`src/rtl/led_pattern_gen.sv`:
```
// led_pattern_gen: multi-channel LED pattern generator.
// All channels share one free-running time base: a blink counter, a PWM
// counter and a triangle-wave duty value. Each channel picks OFF, ON, BLINK
// or BREATHE at runtime. Odd channels may run antiphase so that a default
// two-LED board looks exactly like the old single-counter blinker.
// STEP_SHIFT must be smaller than CNT_WIDTH, because the duty step is
// derived from the low bits of the blink counter.

module led_pattern_gen #(
    parameter int NUM_LEDS   = 2,
    parameter int CNT_WIDTH  = 25,
    parameter int PWM_WIDTH  = 8,
    parameter int STEP_SHIFT = 16,
    parameter bit ALT_PHASE  = 1'b1
) (
    input  logic                  clk,
    input  logic                  rst_n,
    input  logic [2*NUM_LEDS-1:0] mode_in,
    input  logic                  mode_load,
    output logic [NUM_LEDS-1:0]   led
);

    typedef enum logic [1:0] {
        MODE_OFF     = 2'b00,
        MODE_ON      = 2'b01,
        MODE_BLINK   = 2'b10,
        MODE_BREATHE = 2'b11
    } mode_e;

    typedef enum logic {
        DIR_UP   = 1'b0,
        DIR_DOWN = 1'b1
    } dir_e;

    localparam logic [CNT_WIDTH-1:0]  CNT_ONE  = 1;
    localparam logic [PWM_WIDTH-1:0]  PWM_ONE  = 1;
    localparam logic [PWM_WIDTH-1:0]  DUTY_MAX = '1;
    localparam logic [2*NUM_LEDS-1:0] MODE_RST = {NUM_LEDS{MODE_BLINK}};

    logic [CNT_WIDTH-1:0]  cnt_q,     cnt_d;
    logic [PWM_WIDTH-1:0]  pwm_cnt_q, pwm_cnt_d;
    logic [PWM_WIDTH-1:0]  duty_q,    duty_d;
    dir_e                  dir_q,     dir_d;
    logic [2*NUM_LEDS-1:0] mode_q,    mode_d;
    logic [NUM_LEDS-1:0]   led_q,     led_d;

    logic                  step;
    logic                  ph;
    logic [PWM_WIDTH-1:0]  duty_ch;

    // The duty value advances once every 2^STEP_SHIFT clocks.
    assign step = &cnt_q[STEP_SHIFT-1:0];

    // Shared time base and mode capture; a mode change never disturbs the counters.
    always_comb begin
        // NOTE: every signal written here gets a value on every path; a missing default would infer a latch.
        cnt_d     = cnt_q + CNT_ONE;
        pwm_cnt_d = pwm_cnt_q + PWM_ONE;
        mode_d    = mode_load ? mode_in : mode_q;
    end

    // Registers for the time base, the channel modes and the LED drive.
    always_ff @(posedge clk or negedge rst_n) begin
        // NOTE: non-blocking assignments so every flop samples pre-edge values regardless of statement order.
        if (!rst_n) begin
            cnt_q     <= '0;
            pwm_cnt_q <= '0;
            mode_q    <= MODE_RST;
            led_q     <= '0;
        end else begin
            cnt_q     <= cnt_d;
            pwm_cnt_q <= pwm_cnt_d;
            mode_q    <= mode_d;
            led_q     <= led_d;
        end
    end

    // Duty FSM state register: direction plus the current duty value.
    always_ff @(posedge clk or negedge rst_n) begin
        if (!rst_n) begin
            dir_q  <= DIR_UP;
            duty_q <= '0;
        end else begin
            dir_q  <= dir_d;
            duty_q <= duty_d;
        end
    end

    // Duty FSM next state: triangle wave that bounces off MAX and 0, holding each endpoint one step.
    always_comb begin
        dir_d  = dir_q;
        duty_d = duty_q;
        if (step) begin
            unique case (dir_q)
                DIR_UP: begin
                    if (duty_q == DUTY_MAX) begin
                        duty_d = DUTY_MAX - PWM_ONE;
                        dir_d  = DIR_DOWN;
                    end else begin
                        duty_d = duty_q + PWM_ONE;
                    end
                end
                DIR_DOWN: begin
                    if (duty_q == '0) begin
                        duty_d = PWM_ONE;
                        dir_d  = DIR_UP;
                    end else begin
                        duty_d = duty_q - PWM_ONE;
                    end
                end
                default: begin
                    dir_d  = DIR_UP;
                    duty_d = '0;
                end
            endcase
        end
    end

    // Output decode: per-channel LED level from its mode and the shared time base.
    always_comb begin
        led_d   = '0;
        ph      = 1'b0;
        duty_ch = '0;
        for (int i = 0; i < NUM_LEDS; i++) begin
            ph      = ALT_PHASE && ((i % 2) == 1);
            duty_ch = ph ? ~duty_q : duty_q;
            unique case (mode_e'(mode_q[2*i +: 2]))
                MODE_OFF:     led_d[i] = 1'b0;
                MODE_ON:      led_d[i] = 1'b1;
                MODE_BLINK:   led_d[i] = cnt_q[CNT_WIDTH-1] ^ ph;
                MODE_BREATHE: led_d[i] = (pwm_cnt_q < duty_ch);
                default:      led_d[i] = 1'b0;
            endcase
        end
    end

    assign led = led_q;

endmodule

```
`config.mk`:
```
export PLATFORM = sky130hd
export DESIGN_NAME = led_pattern_gen
export DESIGN_NICKNAME = d
export VERILOG_FILES = /design/src/rtl/led_pattern_gen.sv
export SDC_FILE = /design/constraint.sdc
export NUM_CORES = 1
export LEC_CHECK = 0
export CAP_MARGIN = 10
export CORE_MARGIN = 1.5
export CORE_UTILIZATION = 55
export DETAILED_ROUTE_END_ITERATION = 6
export PLACE_DENSITY = 0.73
export SLEW_MARGIN = 20
export SYNTH_ARGS = -nofsm -noshare
export SYNTH_HDL_FRONTEND = slang
export SYNTH_SLANG_ARGS = --single-unit
```
`constraint.sdc`:
```
create_clock -name clk -period 2.3 [get_ports clk]
set_clock_uncertainty 0.15 [all_clocks]
set_input_delay 0.23 -clock clk [delete_from_list [all_inputs] [get_ports clk]]
set_output_delay 0.23 -clock clk [all_outputs]
set_load 0.02 [all_outputs]
```
After elaboration in Yosys (flattened, before gate mapping)

Cells that the tools add are included.

Add/subtract/negate cells: 4
Magnitude comparators: 2
Eq/ne operators: 7
Muxes and demuxes: 8
Bitwise logic cells: 3
Reductions and logical operators: 4

Operators by type and width:

| operator                                                            | number |
|---|---|
| 25-bit by 1-bit adder with 25-bit output (second input constant)    | 1 |
| 8-bit by 1-bit adder with 8-bit output (second input constant)      | 2 |
| 8-bit < comparator                                                  | 2 |
| 8-bit 2-to-1 mux                                                    | 2 |
| 8-bit case mux with 2 select lines                                  | 1 |
| 16-bit AND reduction                                                | 1 |
| 2-bit == test (second input constant)                               | 4 |
| 8-bit == test (second input constant)                               | 1 |
| 8-bit zero test                                                     | 1 |
| 8-bit inverter                                                      | 1 |
| 1-bit case mux with 4 select lines                                  | 2 |
| 8-bit by 1-bit subtractor with 8-bit output (second input constant) | 1 |
| 2-bit by 1-bit == test with 1-bit output (second input constant)    | 2 |
| 2-bit zero test                                                     | 2 |
| 1-bit 2-to-1 mux                                                    | 2 |
| 1-bit inverter                                                      | 2 |
| 1-bit case mux with 2 select lines                                  | 1 |

Flip-flop bits (word level): 48
Bits of input ports: 7
Output and inout bits: 2
Word-level logic and storage cells: 34

Depth between registers and ports, before layout

Gate-level depths: netlist of the first run.

Word-level depth: 3
Depth in mapped cells: 7
Depth with buffers taken out: 7

Worst setup path before layout of the first run

OpenSTA, ideal clock, no wires.

Kind: register to register
Start point: register duty_q[0]
End point: register duty_q[4]
Library setup time: 125 ps
Arrival: 1766 ps
Required time: 2025 ps
Slack: 258 ps
Cell stages (with the launch flop): 8
Path buffers: 0
Path through: dfrtp_1 -> inv_1 -> ha_1 -> or3b_2 -> or2_4 -> a31o_1 -> a21oi_2 -> o21ai_1

Cells in the longest elaborated chain, start to end: 3
Elaborated cells on any way between the ends: 7
Those cells by class: 2 x add/sub; 1 x eq/ne; 3 x mux; 1 x reduce/logical

Ends and longest elaborated chain:

| element                                                             | RTL line | RTL |
|---|---|---|
| start: declaration                                                  | 42       | `logic [PWM_WIDTH-1:0] duty_q, duty_d;` |
| start signal: assignment                                            | 85       | `duty_q <= duty_d;` |
| 8-bit by 1-bit subtractor with 8-bit output (tied with other cells) | 108      | `duty_d = duty_q - PWM_ONE;` |
| 8-bit 2-to-1 mux (on tied branches)                                 | 104, 96  |  |
| 8-bit case mux with 2 select lines (*)                              | 94       | `unique case (dir_q)` |

Mark *: on every way between the ends. The rest lies on a longest branch, timed or not.
A chain may end at the register's enable or synchronous reset.

Final worst setup path of the first run

Start point: register duty_q[1]
End point: register duty_q[4]

Same word-level chain as after synthesis.

==> metrics.txt, run 1 <==
outcome=finished clean; first-pass iteration count of the detailed router=4; # IOs=9; total gr overflow=0; VDD IR max=0.328 mV; Layout Nets=299; met3 WL=129 um; Final Max Slew Viols=0; syn_nets=281; GRT Util Overall=19.6%; crit-path cells=inv_2, ha_1, or3b_2, o21ai_0, o22ai_1, o21ai_0, o21ai_1; P_sw=309 uW; vias per cell=5.59; Synth Register Bits=48; commonest cells after routing, fill and taps aside=45 x dfrtp_1, 19 x xnor2_1, 19 x ha_1; gpl congestion=0.896; vias in the first global route=1796; Yosys cell types=54; Power Total=1520 uW; Max clock buf depth=2; Syn-to-layout area delta=10.2%; sequential cell area fraction in the yosys report=45.5%; # clock sinks=48; critical path required time=2340 ps; number of max-cap violations=0; Root Driver=clkbuf_8; WP data arrival=2200 ps; Worst Hold Class=in -> reg; Core Box Area=4660 sq um; first-pass GRT wire length=8.05 mm; fin crit period=2150 ps; clk_lat worst skew=300 ps; FF+latch area=1200 sq um; Final Hold Fails=0; FP Rows=25; critical setup path kind=reg -> reg; final period utilization=93.7%; footprint of the multi-input gates=1320 sq um; initial core utilization=56.7%; startpoint types=register; EDFF count, synth=0; switching share of total power=20.4%; remaining antenna violation count after routing=0; DR WL/cell=14.0 um; maximum clock rate=0.464 GHz; Pwr Density=520 nW/um^2; most used cell, CP=o21ai_0; CTS H-tree lvls=2; syn_area_per_cell=10.4 sq um; endpoints failing setup=0; leakage power=0.00134 uW; CP peak stage delay=490 ps; Logic pwr share=3.8%; Synth Instances=255; share of cells above drive strength 1=13.1%; Final Non-Filler Cells=328; die span in x=72.3 um; Rel. slew slack=50.0%; Post-synth top flop=dfrtp_1; DRC viols=0; largest net degree at the start of global routing=36; P_int=1210 uW; Worst-Margin Slew=749 ps; Worst path slowest cell=or3b_2; Die H=72.3 um; most common cell after layout, fill and taps aside=dfrtp_1; Cells after DPL=319; Diodes inserted=0; unrepaired setup endpoints after global routing=no; setup TNS=0 ps; initial DRC count=64; Num CTS Buffers=5; Flop pwr share=56.9%; clock-pin slew on the worst setup and hold paths=90 ps; maximum fanout along the worst path=6; PortBufs=8; Post-synth ARST share=100%; Via Count=1833; Post-Route WL=4.59 mm; filler cell count=362; antenna violations before repair=0; warnings from Yosys=0; TritonCTS clock tree=built; Die Area=5230 sq um; Top Metal Used=met4; M1 WL=2.35 mm; Met2 Wirelength=2.02 mm; post-DP HPWL=3.37 mm; CP Capture Type=register; clock network fraction of total power=39.3%; Mapped Area=2640 sq um
==> through the flow <==
step                instance area [sq um]  hold slack [ps]  util, %  worst slack [ps]
finish                               2910              317     62.5               145
global route                         2910              341     62.5              20.8
CTS                                  2910              310     62.4               107
detailed placement                   2790              197     59.9               127
global placement                     2790              198     59.9               205
floorplan                            2640             -216        -               258
==> cell families (layout without fill, tap and decap cells) <==
logic type | count (synthesis) | after routing | synth area share, %
DFF | 48 | 48 | 45.5
muxes | 3 | 3 | 1.28
and+or+nand+nor | 83 | 83 | 18.2
xor gates and xnor gates | 29 | 29 | 9.61
buffers and inverters | 23 | 42 | 4.40
AOI/OAI and AO/OA | 50 | 50 | 11.9
adders and majority gates | 19 | 19 | 9.00
==> power groups by stage <==
| stage | registers, uW | clock network, uW | logic [uW] |
|---|---|---|---|
| final | 862 | 596 | 57.6 |
| after global routing | 864 | 639 | 65.3 |
| after CTS | 862 | 616 | 59.7 |
| after detailed placement | 879 | 0 | 58.4 |
| after global placement | 879 | 0 | 57.4 |
| after floorplan | 883 | 0 | 13.3 |
==> what timing repair did <==
item                                    4_1_cts  5_1_grt
setup buffers                                 0        0
hold endpoints to repair                     31        0
resized for setup                             0        2
hold buffers                                  1        0
endpoints found under the setup margin        0        2
==> layer usage <==
| layer | GRT usage, % | vias to the layer above |
|---|---|---|
| li1 | - | 934 |
| met1 | 27.0 | 858 |
| met2 | 29.9 | 31 |
| met3 | 4.72 | 10 |
| met4 | 8.18 | 0 |
| met5 | 0 | - |
==> final cells by class <==
cell class / instances / area share, %
tap: 54 / 2.32
clock inverter: 2 / 1.20
clock buffer: 6 / 2.49
sequential: 48 / 41.4
inverter: 17 / 2.19
multi-input combinational: 184 / 45.4
timing repair buffer: 17 / 4.98
==> flip-flops by register name, indices dropped and copies added, names as in the netlist <==
| name | count |
|---|---|
| cnt_q | 25 |
| dir_q | 1 |
| duty_q | 8 |
| led | 2 |
| mode_q | 4 |
| pwm_cnt_q | 8 |
==> worst max-delay path, delay by kind of cell, from the launching register on <==
kind,cells,cell delay (ps)
compound gates,4,710
fa+ha+maj,1,160
buf+inv,1,90
flops,1,450
simple gates,1,490
==> synth_stat cells (2+ instances only) <==
| master | number | share of area (%) |
|---|---|---|
| and3_2 | 3 | 0.85 |
| dfstp_2 | 2 | 2.0 |
| nand3_2 | 2 | 0.76 |
| nor2_1 | 14 | 2.0 |
| nand4_1 | 7 | 1.7 |
| and2b_1 | 2 | 0.57 |
| nand2b_1 | 4 | 0.95 |
| nor4_1 | 2 | 0.47 |
| nor3_1 | 7 | 1.3 |
| xor2_1 | 10 | 3.3 |
| o211ai_1 | 4 | 1.1 |
| o21ai_1 | 2 | 0.38 |
| ha_1 | 19 | 9.0 |
| o21ai_0 | 12 | 2.3 |
| a21oi_1 | 14 | 2.7 |
| a211oi_1 | 3 | 0.85 |
| nand2_1 | 14 | 2.0 |
| dfrtp_1 | 46 | 44 |
| inv_1 | 17 | 2.4 |
| and3_1 | 3 | 0.71 |
| o22ai_1 | 2 | 0.47 |
| mux2_2 | 3 | 1.3 |
| and4_1 | 3 | 0.99 |
| buf_6 | 2 | 0.85 |
| nand3_1 | 11 | 2.1 |
| xnor2_1 | 19 | 6.3 |
==> final timing paths <==
| path | startpoint | slack [ps] | endpoint | cells after the start |
|---|---|---|---|---|
| max in group asynchronous | rst_n | 1000 | cnt_q[14]$_DFF_PN0_ | 3 |
| hold / removal | mode_in[3] | 320 | mode_q[3]$_DFFE_PN1P_ | 3 |
| setup / recovery | duty_q[1]$_DFFE_PN0P_ | 150 | duty_q[4]$_DFFE_PN0P_ | 7 |
| min in group asynchronous | rst_n | 380 | cnt_q[16]$_DFF_PN0_ | 2 |
| hold reg to reg | cnt_q[19]$_DFF_PN0_ | 320 | cnt_q[19]$_DFF_PN0_ | 1 |
| setup reg to reg | duty_q[1]$_DFFE_PN0P_ | 150 | duty_q[4]$_DFFE_PN0P_ | 7 |
(Power assumes the default switching activity.)
==> inputs of run 2 (changes only) <==
--- a/config.mk
+++ b/config.mk
@@ -9,7 +9,9 @@
 export CORE_MARGIN = 1.5
 export CORE_UTILIZATION = 55
 export DETAILED_ROUTE_END_ITERATION = 6
+export GPL_TIMING_DRIVEN = 0
 export PLACE_DENSITY = 0.73
+export SKIP_LAST_GASP = 1
 export SLEW_MARGIN = 20
 export SYNTH_ARGS = -nofsm -noshare
 export SYNTH_HDL_FRONTEND = slang
==> run 2 against run 1 <==
Compared with the run above:
- critical endpoint unchanged
- critical path depth is the same
- highest routed layer unchanged
- clock power shrank 15%
- count of clock-buffer cells in the layout is the same
- final area is the same
- combinational power grew 3%
- utilization is the same
- register-to-register slack lost 30 ps
- wire length shrank 2.9%
- global-route usage shrank 0.73 points
- via count grew 0.38%
- sequential power is essentially flat
- final cell count shrank 0.30%
==> metrics.txt, run 2 (synthesis gave the netlist of run 1 again) <==
Syn-to-layout area delta=10.2% (unchanged); FP Rows=25 (unchanged); most common cell after layout, fill and taps aside=dfrtp_1; filler cell count=383 (+5.8%); Pwr Density=489 nW/um^2 (-6.0%); number of flip-flops in the largest register=25 (unchanged); Worst-Margin Slew=486 ps (-264 ps); Root Driver=clkbuf_8; CP Capture Type=register; Buf/Inv on CP=1 (unchanged); WP data arrival=2210 ps (about the same); grt met2 use=28.5% (-1.4 points); Via Count=1840 (+0.38%); PortBufs=8 (unchanged); maximum fanout along the worst path=8 (+2); Worst path slowest cell=or3b_2; TritonCTS clock tree=built; CTS H-tree lvls=2 (unchanged); post-DP HPWL=3.30 mm (-1.9%); total gr overflow=0 (unchanged); Top reg by flops=cnt_q; met1 Use GR=28.0% (+1.0 points); Final Max Slew Viols=0 (unchanged); Hold WS=274 ps (-43.1 ps); Diodes inserted=0 (unchanged); family with the most delay on the worst path=simple AND/OR/NAND/NOR gates; Logic pwr share=4.2% (+0.4 points); dpl cell area=2810 sq um (+0.45%); crit-path cells=inv_1, ha_1, or3b_2, or2_4, a31o_1, a21oi_2, o21ai_1; number of max-cap violations=0 (unchanged); Final Hold Fails=0 (unchanged); GRT Util Overall=18.9% (-0.73 points); CP peak stage delay=490 ps (about the same); clk_lat worst skew=290 ps (about the same); Largest regs=cnt_q (25), duty_q (8), pwm_cnt_q (8); P_int=1120 uW (-6.7%); Layout Nets=298 (-0.33%); Cells after DPL=318 (-0.31%); clock network fraction of total power=35.3% (-4.0 points); first-pass iteration count of the detailed router=4 (unchanged); first-pass GRT wire length=7.78 mm (-3.3%); largest net degree at the start of global routing=30 (-17%); # IOs=9 (unchanged); critical setup path kind=reg -> reg; startpoint types=register; Rel. slew slack=67.6% (+18 points); share of cells above drive strength 1=13.2% (+0.048 points); P_sw=300 uW (-2.9%); Num CTS Buffers=5 (unchanged); initial DRC count=119 (+86%); gpl congestion=0.820 (-8.5%); vias per cell=5.63 (+0.69%); Worst Hold Class=in -> async; Max clock buf depth=2 (unchanged); remaining antenna violation count after routing=0 (unchanged); Die H=72.3 um (unchanged); vias in the first global route=1689 (-6.0%); initial core utilization=56.7% (unchanged); critical path required time=2330 ps (about the same); DRC viols=0 (unchanged); Flop pwr share=60.5% (+3.6 points); final period utilization=94.8% (+1.1 points); Final Non-Filler Cells=327 (-0.30%); design area=2910 sq um (unchanged); Post-Route WL=4.46 mm (-2.9%); gr busiest metal=met2; unrepaired setup endpoints after global routing=no; fin crit period=2180 ps (+26.2 ps); clock-pin slew on the worst setup and hold paths=90 ps (about the same); antenna violations before repair=0 (unchanged); Post-CTS Setup Bufs=0 (unchanged); leakage power=0.00134 uW (-0.23%); VDD IR max=0.331 mV (+0.89%); met3 usage=3.75% (-0.97 points); Die Area=5230 sq um (unchanged); switching share of total power=21.1% (+0.66 points); die span in x=72.3 um (unchanged); outcome=finished clean; DR WL/cell=13.6 um (-2.6%); commonest cells after routing, fill and taps aside=45 x dfrtp_1, 19 x xnor2_1, 19 x ha_1; setup ws final=119 ps (-26.2 ps); maximum clock rate=0.459 GHz (-1.2%); fin util=62.5% (unchanged); worst slack at placement=103 ps (-23.8 ps); Core Box Area=4660 sq um (unchanged); endpoints failing setup=0 (unchanged); # clock sinks=48 (unchanged)
[run 2: stage by stage]
stage	total power (uW)	TNS, ps
2_1_floorplan	897	0
3_3_place_gp	935	-23680
3_5_place_dp	939	0
4_1_cts	1450	0
5_1_grt	1480	0
6_report	1420	0
[run 2: layout make-up]
cell class	count	area [sq um]	area share, %
Buffer	6	52.6	1.80
Clock buffer	6	82.6	2.84
Clock inverter	2	10.0	0.344
Inverter	17	63.8	2.19
Multi-Input combinational cell	184	1330	45.5
Sequential cell	48	1200	41.4
Tap cell	54	67.6	2.32
Timing Repair Buffer	10	105	3.61
[run 2: per-layer routing]
layer  part of all wire [%]  up-vias
li1                       -      932
met1                     52      871
met2                     44       35
met3                    3.1        2
met4                   0.65        0
met5                      0        -
[run 2: path summary, 6_finish.rpt]
path	to	slack, ps	cells after the start	startpoint
setup / recovery	duty_q[4]$_DFFE_PN0P_	120	7	duty_q[0]$_DFFE_PN0P_
hold / removal	mode_q[2]$_DFFE_PN0P_	270	2	rst_n
setup reg to reg	duty_q[4]$_DFFE_PN0P_	120	7	duty_q[0]$_DFFE_PN0P_
hold reg to reg	cnt_q[22]$_DFF_PN0_	320	1	cnt_q[22]$_DFF_PN0_
max in group asynchronous	cnt_q[4]$_DFF_PN0_	1210	3	rst_n
min in group clk	mode_q[3]$_DFFE_PN1P_	320	3	mode_in[3]
[run 2: power by group through the flow]
stage | combinational, uW | clock (uW) | sequential, uW
6_report | 59.4 | 504 | 862
5_1_grt | 66.7 | 553 | 863
4_1_cts | 61.3 | 522 | 862
3_5_place_dp | 60.0 | 0 | 879
3_3_place_gp | 55.8 | 0 | 879
2_1_floorplan | 13.3 | 0 | 883
[run 2: what timing repair did]
| action | 4_1_cts | 5_1_grt |
|---|---|---|
| hold endpoints to repair | 17 | 0 |
| hold buffers | 1 | 0 |
| gates resized for setup | 0 | 4 |
| setup endpoints to repair | 0 | 5 |
==> inputs of run 3 (changes only) <==
--- a/config.mk
+++ b/config.mk
@@ -6,7 +6,7 @@
 export NUM_CORES = 1
 export LEC_CHECK = 0
 export CAP_MARGIN = 10
-export CORE_MARGIN = 1.5
+export CORE_MARGIN = 8
 export CORE_UTILIZATION = 55
 export DETAILED_ROUTE_END_ITERATION = 6
 export GPL_TIMING_DRIVEN = 0
==> run 3 against run 2 <==
Compared with the run above:
- sequential power hardly changed
- global-route usage is 4.5 points lower
- utilization is 0.26 points lower
- non-clock buffer count stayed put
- critical path type unchanged
==> metrics.txt, run 3 (synthesis gave the netlist of run 1 again) <==
Post-Route WL=4.77 mm (+7.0%); Root Driver=clkbuf_8; Logic pwr share=4.1% (about the same); initial core utilization=56.3% (-0.38 points); TritonCTS clock tree=built; maximum fanout along the worst path=8 (unchanged); total gr overflow=0 (unchanged); VDD IR max=0.258 mV (-22%); critical setup path kind=reg -> reg; Via Count=1854 (+0.76%); Syn-to-layout area delta=10.5%; die span in x=85.3 um (+18%); setup ws final=71.0 ps (-48.0 ps); Die Area=7280 sq um (+39%); Die H=85.3 um (+18%); critical path required time=2330 ps (about the same); CP Capture Type=register; Post-CTS Setup Bufs=0 (unchanged); WP data arrival=2260 ps (+50 ps); first-pass GRT wire length=8.59 mm (+10%); Flop pwr share=59.0% (-1.5 points); DR WL/cell=14.6 um (+7.0%); P_sw=302 uW (+0.52%); fin util=62.2% (-0.26 points); fin crit period=2230 ps (+48.0 ps); # IOs=9 (unchanged); endpoints failing setup=0 (unchanged); clk_lat worst skew=290 ps (about the same); startpoint types=register; clock-pin slew on the worst setup and hold paths=90 ps (about the same); first-pass iteration count of the detailed router=5 (+1); largest net degree at the start of global routing=33 (+10%); share of cells above drive strength 1=12.8% (-0.37 points); vias per cell=5.67 (+0.76%); Power Total=1460 uW (+2.5%); Worst Hold Class=in -> async; Rel. slew slack=62.9% (-4.7 points); commonest cells after routing, fill and taps aside=45 x dfrtp_1, 19 x xnor2_1, 19 x ha_1; flop2flop setup slack=70 ps (-50 ps); gpl congestion=0.878 (+7.1%); FP Rows=25 (unchanged); antenna violations before repair=0 (unchanged); Final Hold Fails=0 (unchanged); P_int=1160 uW (+3.1%); clock network fraction of total power=36.9% (+1.6 points); post-DP HPWL=3.48 mm (+5.4%); Diodes inserted=0 (unchanged); R2R Path Start=duty_q[0]$_DFFE_PN0P_; number of max-cap violations=0 (unchanged); Max clock buf depth=2 (unchanged); Largest regs=cnt_q (25), duty_q (8), pwm_cnt_q (8); Final Max Slew Viols=0 (unchanged); FF-to-FF path depth=7 (unchanged); remaining antenna violation count after routing=0 (unchanged); outcome=finished clean; Top reg by flops=cnt_q; unrepaired setup endpoints after global routing=yes; worst slack at placement=79.2 ps (-24.0 ps); initial DRC count=104 (-13%); Hold WS=246 ps (-27.3 ps); vias in the first global route=1817 (+7.6%); PortBufs=8 (unchanged); Pwr Density=501 nW/um^2 (+2.3%); most common cell after layout, fill and taps aside=dfrtp_1; # clock sinks=48 (unchanged); number of flip-flops in the largest register=25 (unchanged); Num CTS Buffers=5 (unchanged); filler cell count=398 (+3.9%); switching share of total power=20.7% (-0.41 points); CTS H-tree lvls=2 (unchanged); Worst-Margin Slew=552 ps (+66.1 ps); Core Box Area=4690 sq um (+0.67%); leakage power=0.00134 uW (about the same); final period utilization=96.9% (+2.1 points); GRT Util Overall=14.4% (-4.5 points); maximum clock rate=0.449 GHz (-2.2%); R2R Path End=duty_q[4]$_DFFE_PN0P_; DRC viols=0 (unchanged); Layout Nets=298 (unchanged)
## run 3: cell types whose count changed in the layout (fill, tap and decap cells not counted), sizes merged
| cell | change |
|---|---|
| clkbuf | +2 |
| clkinv | -2 |
## run 3: worst max-delay path by stage
stage	startpoint	to	slack [ps]	cells after the start
floorplan	duty_q[0]$_DFFE_PN0P_	duty_q[4]$_DFFE_PN0P_	260	7
global placement	rst_n	cnt_q[0]$_DFF_PN0_	-500	1
detailed placement	duty_q[1]$_DFFE_PN0P_	duty_q[4]$_DFFE_PN0P_	80	7
CTS	duty_q[1]$_DFFE_PN0P_	duty_q[4]$_DFFE_PN0P_	40	7
global route	duty_q[0]$_DFFE_PN0P_	duty_q[4]$_DFFE_PN0P_	-20	7
finish	duty_q[0]$_DFFE_PN0P_	duty_q[4]$_DFFE_PN0P_	70	7
## run 3: cell type report
| class | instances | area [sq um] | area share [%] |
|---|---|---|---|
| tap | 54 | 67.6 | 2.31 |
| timing repair buffer | 10 | 105 | 3.60 |
| multi-input combinational | 184 | 1330 | 45.4 |
| clock buffer | 8 | 100 | 3.43 |
| sequential | 48 | 1200 | 41.3 |
| buffer | 6 | 52.6 | 1.80 |
| inverter | 17 | 63.8 | 2.19 |
## run 3: power by group through the flow
stage	Combinational, uW	Clock, uW	Sequential [uW]
5_1_grt	67.6	597	864
3_3_place_gp	55.7	0	879
6_report	59.6	539	862
2_1_floorplan	13.3	0	883
3_5_place_dp	60.6	0	879
4_1_cts	62.1	565	862
## run 3: routing by layer
metal  track usage [%]  vias up  part of all wire [%]  wire length (um)
met1              20.1      886                    50              2400
li1                  -      929                     -                 -
met5                 0        -                     0                 0
met2              21.9       37                    45              2150
met3              3.47        2                   4.1               196
met4              3.50        0                  0.50                24
## run 3: timing repair
action	in CTS	in global routing
setup endpoints to repair	0	5
resized for setup	0	4
hold buffers	1	0
hold endpoints to repair	14	0
## run 3: metrics by stage
step / area, sq um / std cells / setup TNS [ps]
finish: 2920 / 327 / 0
global route: 2920 / 327 / -17.2
CTS: 2920 / 327 / 0
detailed placement: 2810 / 318 / 0
global placement: 2790 / 317 / -23080
floorplan: 2640 / 255 / 0
## run 3: critical path: stages, from the launching register on
cell     delay, ps
dfrtp_2        460
inv_1          100
ha_1           180
or3b_2         490
or2_4          270
a31o_1         240
a21oi_2        140
o21ai_1         70
